**src/rtl/datapath_pkg.sv**
```systemverilog
// Shared back-end types: issue slot states, the pending-entry record
// and the writeback tag-match helper.
package datapath_pkg;

  localparam int DP_NUM_FU    = 5;
  localparam int DP_NUM_SRC   = 3;
  localparam int DP_TAG_W     = 5;
  localparam int DP_AGE_W     = 6;
  localparam int DP_PAYLOAD_W = 64;

  localparam int DP_TAGS_W = DP_NUM_SRC * DP_TAG_W;

  typedef enum logic [1:0] {
    EMPTY = 2'd0,
    WAIT  = 2'd1,
    EX    = 2'd2
  } issue_state_e;

  typedef struct packed {
    logic [DP_TAGS_W-1:0]    tags;
    logic                    spec;
    logic [DP_AGE_W-1:0]     age;
    logic [DP_PAYLOAD_W-1:0] payload;
  } issue_entry_t;

  // Zero every source tag matched by a live writeback.
  function automatic logic [DP_TAGS_W-1:0] clear_tags(
    input logic [DP_TAGS_W-1:0] tags,
    input logic                 wb_valid,
    input logic [DP_TAG_W-1:0]  wb_tag
  );
    logic [DP_TAGS_W-1:0] r;
    r = tags;
    for (int s = 0; s < DP_NUM_SRC; s++) begin
      if (wb_valid && tags[s*DP_TAG_W +: DP_TAG_W] == wb_tag)
        r[s*DP_TAG_W +: DP_TAG_W] = '0;
    end
    return r;
  endfunction

endpackage

```
**src/rtl/age_select.sv**
```systemverilog
// Oldest-first grant picker: up to ISSUE_W one-hot grants,
// ties broken toward the lowest slot index.
module age_select #(
  parameter int NUM_FU  = 5,
  parameter int AGE_W   = 6,
  parameter int ISSUE_W = 1
) (
  input  logic [NUM_FU-1:0]            ready,
  input  logic [NUM_FU-1:0][AGE_W-1:0] age,
  output logic [NUM_FU-1:0]            grant
);

  logic [NUM_FU-1:0] avail;
  logic [NUM_FU-1:0] pick;
  logic [AGE_W-1:0]  best_age;
  logic              found;

  always_comb begin
    grant    = '0;
    avail    = ready;
    pick     = '0;
    best_age = '0;
    found    = 1'b0;
    for (int k = 0; k < ISSUE_W; k++) begin
      pick     = '0;
      best_age = '0;
      found    = 1'b0;
      for (int i = 0; i < NUM_FU; i++) begin
        if (avail[i] && (!found || age[i] > best_age)) begin
          found    = 1'b1;
          best_age = age[i];
          pick     = '0;
          pick[i]  = 1'b1;
        end
      end
      grant = grant | pick;
      avail = avail & ~pick;
    end
  end

endmodule

```
**src/rtl/issue_select.sv**
```systemverilog
// Oldest-first multi-issue scheduler: per-FU pending slots with
// tag wakeup, speculation flush and registered issue outputs.
module issue_select
  import datapath_pkg::*;
#(
  parameter int              NUM_FU     = DP_NUM_FU,
  parameter int              NUM_SRC    = DP_NUM_SRC,
  parameter int              TAG_W      = DP_TAG_W,
  parameter int              AGE_W      = DP_AGE_W,
  parameter int              ISSUE_W    = 1,
  parameter int              PAYLOAD_W  = DP_PAYLOAD_W,
  parameter logic [NUM_FU-1:0] SPEC_BLOCK = 5'b11010
) (
  input  logic                          CLK,
  input  logic                          nRST,
  input  logic                          disp_valid,
  input  logic [$clog2(NUM_FU)-1:0]     disp_fu,
  input  logic [NUM_SRC*TAG_W-1:0]      disp_tags,
  input  logic                          disp_spec,
  input  logic [PAYLOAD_W-1:0]          disp_payload,
  input  logic                          wb_valid,
  input  logic [TAG_W-1:0]              wb_tag,
  input  logic [NUM_FU-1:0]             fu_done,
  input  logic                          branch_miss,
  input  logic                          branch_resolved,
  input  logic                          issue_stall,
  output logic [NUM_FU-1:0]             slot_free,
  output logic [2*NUM_FU-1:0]           slot_state,
  output logic [NUM_FU-1:0]             issue_en,
  output logic [NUM_FU*PAYLOAD_W-1:0]   issue_payload,
  output logic                          disp_err
);

  localparam int FU_W = $clog2(NUM_FU);

  issue_state_e state [NUM_FU];
  issue_entry_t ent   [NUM_FU];

  logic [NUM_FU-1:0]            sel_hot;
  logic [NUM_FU-1:0]            ready;
  logic [NUM_FU-1:0]            ready_q;
  logic [NUM_FU-1:0]            grant;
  logic [NUM_FU-1:0][AGE_W-1:0] ages;
  logic [NUM_SRC*TAG_W-1:0]     cap_tags;
  logic                         free_sel;
  logic                         acc;
  logic                         err;

  always_comb begin
    slot_free  = '0;
    slot_state = '0;
    sel_hot    = '0;
    ready      = '0;
    ages       = '0;
    for (int i = 0; i < NUM_FU; i++) begin
      sel_hot[i]  = disp_fu == FU_W'(i);
      slot_free[i] = state[i] == EMPTY ||
                     (state[i] == EX && fu_done[i]);
      ready[i] = state[i] == WAIT && ent[i].tags == '0 &&
                 (!ent[i].spec || !SPEC_BLOCK[i]);
      ages[i] = ent[i].age;
      slot_state[2*i +: 2] = state[i];
    end
  end

  assign free_sel = |(sel_hot & slot_free);
  assign acc      = disp_valid && free_sel && !branch_miss;
  assign err      = disp_valid && !free_sel;
  assign cap_tags = clear_tags(disp_tags, wb_valid, wb_tag);
  // A miss cycle issues nothing, so squashed work never reaches EX.
  assign ready_q  = (issue_stall || branch_miss) ? '0 : ready;

  age_select #(
    .NUM_FU (NUM_FU),
    .AGE_W  (AGE_W),
    .ISSUE_W(ISSUE_W)
  ) u_sel (
    .ready(ready_q),
    .age  (ages),
    .grant(grant)
  );

  always_ff @(posedge CLK or negedge nRST) begin
    if (!nRST) begin
      for (int i = 0; i < NUM_FU; i++) begin
        state[i] <= EMPTY;
        ent[i]   <= '0;
      end
      issue_en      <= '0;
      issue_payload <= '0;
      disp_err      <= 1'b0;
    end else begin
      if (err) disp_err <= 1'b1;
      issue_en <= grant;
      for (int i = 0; i < NUM_FU; i++) begin
        issue_payload[i*PAYLOAD_W +: PAYLOAD_W] <=
          grant[i] ? ent[i].payload : '0;
        if (acc && sel_hot[i]) begin
          state[i] <= WAIT;
          ent[i]   <= '{tags: cap_tags, spec: disp_spec,
                        age: AGE_W'(1), payload: disp_payload};
        end else begin
          if (branch_resolved && !branch_miss)
            ent[i].spec <= 1'b0;
          unique case (state[i])
            WAIT: begin
              if (branch_miss && ent[i].spec) begin
                state[i] <= EMPTY;
              end else if (grant[i]) begin
                state[i]   <= EX;
                ent[i].age <= '0;
              end else begin
                ent[i].tags <= clear_tags(ent[i].tags,
                                          wb_valid, wb_tag);
                if (acc && ent[i].age != '1)
                  ent[i].age <= ent[i].age + 1'b1;
              end
            end
            EX: begin
              if (fu_done[i]) state[i] <= EMPTY;
            end
            default: ;
          endcase
        end
      end
    end
  end

endmodule
```
**config.mk**
```make
export PLATFORM = sky130hd
export DESIGN_NAME = issue_select
export DESIGN_NICKNAME = d
export VERILOG_FILES = /design/src/rtl/datapath_pkg.sv /design/src/rtl/age_select.sv /design/src/rtl/issue_select.sv
export SDC_FILE = /design/constraint.sdc
export NUM_CORES = 1
export LEC_CHECK = 0
export ABC_AREA = 1
export CORE_UTILIZATION = 34
export DETAILED_ROUTE_END_ITERATION = 8
export GPL_TIMING_DRIVEN = 1
export PLACE_DENSITY = 0.58
export SETUP_SLACK_MARGIN = 0.2
export SYNTH_ARGS = -nofsm -noshare
export SYNTH_HDL_FRONTEND = slang
export SYNTH_SLANG_ARGS = --single-unit
```
**constraint.sdc**
```tcl
create_clock -name CLK -period 9.35 [get_ports CLK]
set_input_delay 0.935 -clock CLK [delete_from_list [all_inputs] [get_ports CLK]]
set_output_delay 0.935 -clock CLK [all_outputs]
set_load 0.03 [all_outputs]
```
* Word level (Yosys, flattened, before mapping) *
Index checks and enable logic that the tools add are counted.

operators by class
  $add $sub $neg = 5
  order comparisons = 4
  equal/unequal tests = 57
  muxes and demuxes = 103
  bitwise gates (word level) = 1
  reduce and logical (&&, ||, !) cells = 145

operators with widths
  operator             number
  $mux 64              5
  $mux 15              15
  $mux 6               24
  $mux 5               23
  $mux 22              5
  $eq 5x5->1           18
  $logic_not 15->1     5
  $reduce_and 4->1     15
  $logic_and 1x1->1    54
  $reduce_bool 2->1    25
  $mux 2               20
  $add 6x1->6 const B  5
  $ne 6x6->1 const B   5
  $reduce_and 3->1     10
  $reduce_bool 3->1    10
  $gt 6x6->1           4
  $ne 4x2->1 const B   5
  $pmux 2 s2           5
  $ne 3x2->1 const B   5
  $eq 2x1->1 const B   5
  $eq 2x2->1 const B   5
  $logic_not 2->1      5
  $logic_or 1x1->1     10
  $ne 2x1->1 const B   5
  other kinds (9)      27

storage, ports and cells
  flip-flop bits (word level) = 766
  output and inout bits = 341
  word-level logic and storage cells = 353

* Longest topological paths before layout *
  depth in word-level cells = 25
  mapped depth = 58
  depth with buffers taken out = 55

* By module *
From an unflattened synthesis, not the netlist that was laid out.

second synthesis, totals
  cells, all modules = 3153
  area total of the unflattened synthesis = 30165.2 um^2

by module, submodules not included
  module        times used  cells each  area an instance (um^2)  seq. area each (um^2)
  issue_select  1           2983        29189.2                  19168.4
  age_select    1           170         975.9                    0.0

* Worst setup path after synthesis *
Ideal clock, no wire load.

  kind = input to register
  start point = input port branch_miss
  end point = register issue_payload[10]
  setup time = 0.069 ns
  arrival time = 7.451 ns
  setup slack = 1.830 ns
  stages on the path = 54
  path buffers = 5
  path through = buf_6 -> nor2_8 -> nand2_2 -> nor2_4 -> nand3_4 -> clkinv_1 -> clkbuf_1 -> nand2_1 -> ha_1 -> inv_1 -> nor2_1 -> o21ai_0 -> nand2_1 -> o21ai_0 -> nand2_1 -> nand2_1 -> nand3_1 -> o21ai_0 -> (+18 left out) -> inv_2 -> clkbuf_1 -> or2_2 -> nand2_1 -> ha_1 -> inv_1 -> nor2_1 -> o21ai_0 -> inv_1 -> o21ai_0 -> o21ai_1 -> nand2_1 -> buf_4 -> nand3_2 -> nor3_4 -> inv_2 -> buf_6 -> nor2_2

between the ends
  word-level cells in the longest chain between the ends = 20
  elaborated cells between the ends (all ways) = 32
  those cells by class = order compare (4); mux (15); reduce/logical (13)

ends and longest elaborated chain
  item                                           line                text
  start: declaration                             issue_select.sv:24  input logic branch_miss,
  $logic_or 1x1->1 (*)                           issue_select.sv:71  assign ready_q = (issue_stall || branch_miss) ? '0 : ready;
  $mux 5 (*)                                     issue_select.sv:71
  $mux 6 or $mux 1 (tied branches)               age_select.sv:29    if (avail[i] && (!found || age[i] > best_age)) begin
  $gt 6x6->1 or $logic_not 1->1 (tied branches)  age_select.sv:29
  $logic_or 1x1->1                               age_select.sv:29
  $logic_and 1x1->1                              age_select.sv:29
  $mux 6 or $mux 1 (tied branches)               age_select.sv:29
  $gt 6x6->1 or $logic_not 1->1 (tied branches)  age_select.sv:29
  (+5 left out)                                  --
  $logic_and 1x1->1                              age_select.sv:29
  $mux 6 or $mux 1 (tied branches)               age_select.sv:29
  $gt 6x6->1 or $logic_not 1->1 (tied branches)  age_select.sv:29
  $logic_or 1x1->1                               age_select.sv:29
  $logic_and 1x1->1                              age_select.sv:29
  $mux 5 (*)                                     age_select.sv:29
  net grant[0]                                   issue_select.sv:42  logic [NUM_FU-1:0] grant;
  $mux 64 (*)                                    issue_select.sv:97  grant[i] ? ent[i].payload : '0;
  end signal: indexed assignment                 issue_select.sv:96  issue_payload[i*PAYLOAD_W +: PAYLOAD_W] <=
  end: declaration                               issue_select.sv:30  output logic [NUM_FU*PAYLOAD_W-1:0] issue_payload,

Mark *: on every way through the listed nets, which the timed path passes. The rest lies on a longest branch.
A chain may end at the register's enable or synchronous reset.

* Worst setup path in the final report *
  start point = register state (netlist bit slot_state[1])
  end point = register issue_payload[63]

between the ends
  word-level cells in the longest chain between the ends = 21
  elaborated cells between the ends (all ways) = 33
  those cells by class = order compare (4); eq/ne (1); mux (15); reduce/logical (13)

ends and longest elaborated chain
  item                                           line                 text
  start: declaration                             issue_select.sv:36   issue_state_e state [NUM_FU];
  start signal: indexed assignment               issue_select.sv:86   state[i] <= EMPTY;
  start signal: indexed assignment               issue_select.sv:99   state[i] <= WAIT;
  start signal: indexed assignment               issue_select.sv:108  state[i] <= EMPTY;
  $eq 2x1->1 (*)                                 issue_select.sv:59   ready[i] = state[i] == WAIT && ent[i].tags == '0 &&
  $logic_and 1x1->1 (*)                          issue_select.sv:59
  $mux 5 (*)                                     issue_select.sv:71
  $mux 6 or $mux 1 (tied branches)               age_select.sv:29
  $gt 6x6->1 or $logic_not 1->1 (tied branches)  age_select.sv:29
  $logic_or 1x1->1                               age_select.sv:29
  $logic_and 1x1->1                              age_select.sv:29
  $mux 6 or $mux 1 (tied branches)               age_select.sv:29
  (+6 left out)                                  --
  $logic_and 1x1->1                              age_select.sv:29
  $mux 6 or $mux 1 (tied branches)               age_select.sv:29
  $gt 6x6->1 or $logic_not 1->1 (tied branches)  age_select.sv:29
  $logic_or 1x1->1                               age_select.sv:29
  $logic_and 1x1->1                              age_select.sv:29
  $mux 5 (*)                                     age_select.sv:29
  net grant[0]                                   issue_select.sv:42
  $mux 64 (*)                                    issue_select.sv:97

Marked as above.

==> out/metrics.csv <==
stage;metric;value;unit
outcome;status;complete, no violations;
final_layout;FILL cells;8615;
pwr;Lkg Pwr;19.0;nW
cts;Num Clock Sinks;766;
routing;Iter 0 DRT Violations;1621;
routing;DRT Pass-1 Iters;5;
floorplanning;Initial Util;0.343;
synth;FFs w/ async S/R, synth;1.00;
final_layout;layout cells sized above 1;0.0705;
pwr;P_int;6.47;mW
global_routing;initial antenna violation count;3;
global_routing;largest net degree at the start of global routing;180;
global_routing;vias in the first global route;22300;
critical_path;startpoint types;flop;
final_layout;# nets final;3864;
placed_design;Port Buffer Count;440;
synth;top_reg_cell synth;dfrtp_1;
sta;final worst path period share;0.873;
pwr;Max VDD drop;0.131;mV
sta;clk_skew;57.7;ps
synth;top-count cell post-synth;dfrtp_1;
sta;Rel. slew slack;0.271;
min_path;Hold Path Class;in -> async;
critical_path;Worst Reg2Reg Path Length in Cells;53;
sta;RSZ-0062 raised after global routing;false;
pwr;sw frac;0.286;
sta;hold slack final;284;ps
routing;Wirelength per Cell;17.6;um
synth;Yosys warning count;0;
sta;final setup fails;0;
synth;Post-synth EDFFs;0;
synth;top cell type's share of synthesized area;0.622;
pwr;Logic pwr share;0.155;
synth;Syn Area/Cell;9.32;um^2
critical_path;Crit. End Element;flop;
final_layout;Util after Layout;0.437;
routing;metal2 WL;41100;um
placed_design;Cells after DPL;4811;
critical_path;Worst path max stage delay;420;ps
critical_path;Worst Path Max Fanout;25;
synth;top post-synthesis cells by area;dfrtp_1 (62%), nand2_1 (8.0%), inv_1 (6.6%), o21ai_0 (6.5%), nor2_1 (3.9%);
global_routing;global-route wire length before repair;134000;um
routing;met1 WL;38400;um
sta;Slew Viols, Final;0;
synth;register area share after synthesis;0.622;
global_routing;All-Layer GR Usage;0.191;
critical_path;WP depth;53;
routing;final wirelength;87600;um
synth;Synth Net Count;3449;
routing;WL met3;5740;um
floorplanning;Core Footprint;89900;um^2
routing;routed vias;22900;
pwr;total power;9.07;mW
floorplanning;Rows;110;
critical_path;Critical Path RT;9900;ps
cts;hold_buf cts;0;
sta;worst-margin pin slew;1090;ps
cts;CTS max path bufs;3;
critical_path;cell mode on critical path;nand2_1;
synth;cell taking the most area after synthesis;dfrtp_1;
sta;Max Fclk;123;MHz
cts;Worst-path clk slew;60;ps
cts;CTS Buf Count;83;
critical_path;critical path arrival;8710;ps
synth;Post-Synthesis Cells;3305;
cts;Post CTS Setup Buffer Count;0;
critical_path;Crit-path slowest cell;dfrtp_1;
pwr;PD cells;231;nW/um^2
synth;top cells by count, synth;dfrtp_1 (766), nand2_1 (660), inv_1 (545);
global_routing;gr ovfl total;0;
critical_path;critical path buffer and inverter count;13;
synth;post-synth cell types;46;
cts;worst skew pair latency;650;ps
pwr;Switch Pwr;2.60;mW
sta;Tmin final;8160;ps
routing;Antenna Nets Post-Route;0;
cts;Root Driver;clkbuf_16;
final_layout;Area growth syn-to-layout;27.5;%
critical_path;critical path class;reg -> reg;
synth;synthesis-stage register bit count;766;
placed_design;HPWL after DPL;59800;um
cts;TritonCTS clock tree;done;
floorplanning;Die Height;303;um
pwr;sequential cell fraction of total power;0.473;
sta;endpoints failing hold;0;
final_layout;multi-input logic area;8950;um^2
final_layout;Seq. cell area;19200;um^2
routing;DR DRC count;0;
pwr;Clk network pwr share;0.372;
job;max cap viols;0;
floorplanning;io pins;441;
sta;TNS Setup;0;ps
cts;H-tree depth;3;
floorplanning;Die Wd;303;um
synth;synthesized area;30800;um^2
critical_path;Top delay family on crit path;simple AND/OR/NAND/NOR gates;
routing;Vias/cell;4.61;
placed_design;Final Wtd Congestion;0.869;
final_layout;Final Non-Filler Cells;4967;
routing;highest routed layer;met4;
floorplanning;die area;91800;um^2
area by class of cell:
cell class | instances | area share
Inverter | 552 | 0.0529
Multi-Input combinational cell | 1845 | 0.228
Clock inverter | 32 | 0.0119
Sequential cell | 766 | 0.488
Antenna cell | 2 | 0.000127
Clock buffer | 122 | 0.0609
Timing Repair Buffer | 472 | 0.121
Tap cell | 1176 | 0.0375
routing by layer:
metal	vias up	track usage
met5	-	0
met4	0	0.0592
met3	137	0.0375
met2	693	0.310
met1	11100	0.258
li1	11000	-
per-stage QoR:
stage	setup slack, ps	area [um^2]
after global placement	690	36400
after global routing	225	39300
after detailed placement	513	36400
final	1190	39300
after CTS	1100	39300
after floorplan	1830	30800
power by group through the flow:
| stage | combinational (mW) | clock (mW) | sequential [mW] |
|---|---|---|---|
| after global placement | 1.39 | 0 | 4.33 |
| final | 1.41 | 3.38 | 4.29 |
| after detailed placement | 1.42 | 0 | 4.34 |
| after floorplan | 0.980 | 0 | 4.28 |
| after global routing | 1.66 | 3.60 | 4.36 |
| after CTS | 1.43 | 3.48 | 4.29 |
registers in the layout, indices dropped and copies added (netlist names):
name           count
ent              400
issue_payload    320
ages              30
slot_state        10
issue_en           5
disp_err           1
repair_timing:
action,4_1_cts,5_1_grt
hold endpoints to repair,0,0
resized for setup,0,3
endpoints found under the setup margin,0,7
worst register-to-register path, delay by kind of cell (launching register included):
family / cells / cell delay (ps)
and+or+nand+nor: 25 / 2720
AOI/OAI and AO/OA: 10 / 1860
buffers and inverters: 13 / 1650
adders and majority gates: 5 / 1420
DFF: 1 / 420
layout by cell type (no fill, tap or decap), types with 6 or more instances in the layout:
cell type        synthesis  final
clkbuf_16                0     83
clkinv_2                 0     14
o21ai_0                403    403
nand2_1                660    657
nor2_1                 321    321
buf_4                    1     23
nand3_1                130    130
a221oi_1                 6      6
a21oi_1                 24     24
inv_1                  545    544
o21ai_1                  8      8
or2_2                    7      7
xnor2_1                 14     14
o22ai_1                 22     22
clkdlybuf4s50_1          0    439
nor3_1                  14     14
clkbuf_8                 0     17
xor2_1                  28     28
nand3b_1                 6      6
nor2_2                  69     69
o2111ai_1                8      8
clkbuf_1                67     22
dfrtp_1                766    766
nor4_1                   7      7
nand4_1                 36     36
ha_1                    44     44
buf_12                   0      7
bufinv_16                0      7
kinds of logic (layout without fill, tap and decap cells):
| group | count (synthesis) | in the layout | synth area share |
|---|---|---|---|
| simple gates | 1267 | 1267 | 0.174 |
| fa+ha+maj | 44 | 44 | 0.0179 |
| compound gates | 490 | 490 | 0.0840 |
| flops | 766 | 766 | 0.622 |
| other cells | 0 | 2 | 0 |
| mux | 2 | 2 | 0.000650 |
| buf+inv | 694 | 1178 | 0.0895 |
| xor+xnor | 42 | 42 | 0.0119 |
worst paths after layout:
kind,end,slack (ps),startpoint
max reg2reg,issue_payload[63],1190,slot_state[1]
min,ent[284],280,nRST
max in group asynchronous,slot_state[6],6780,nRST
min in group CLK,issue_payload[119],450,ent[313]
max,issue_payload[63],1190,slot_state[1]
min reg2reg,issue_payload[119],450,ent[313]
No activity file was read; power rests on OpenSTA's default activity.
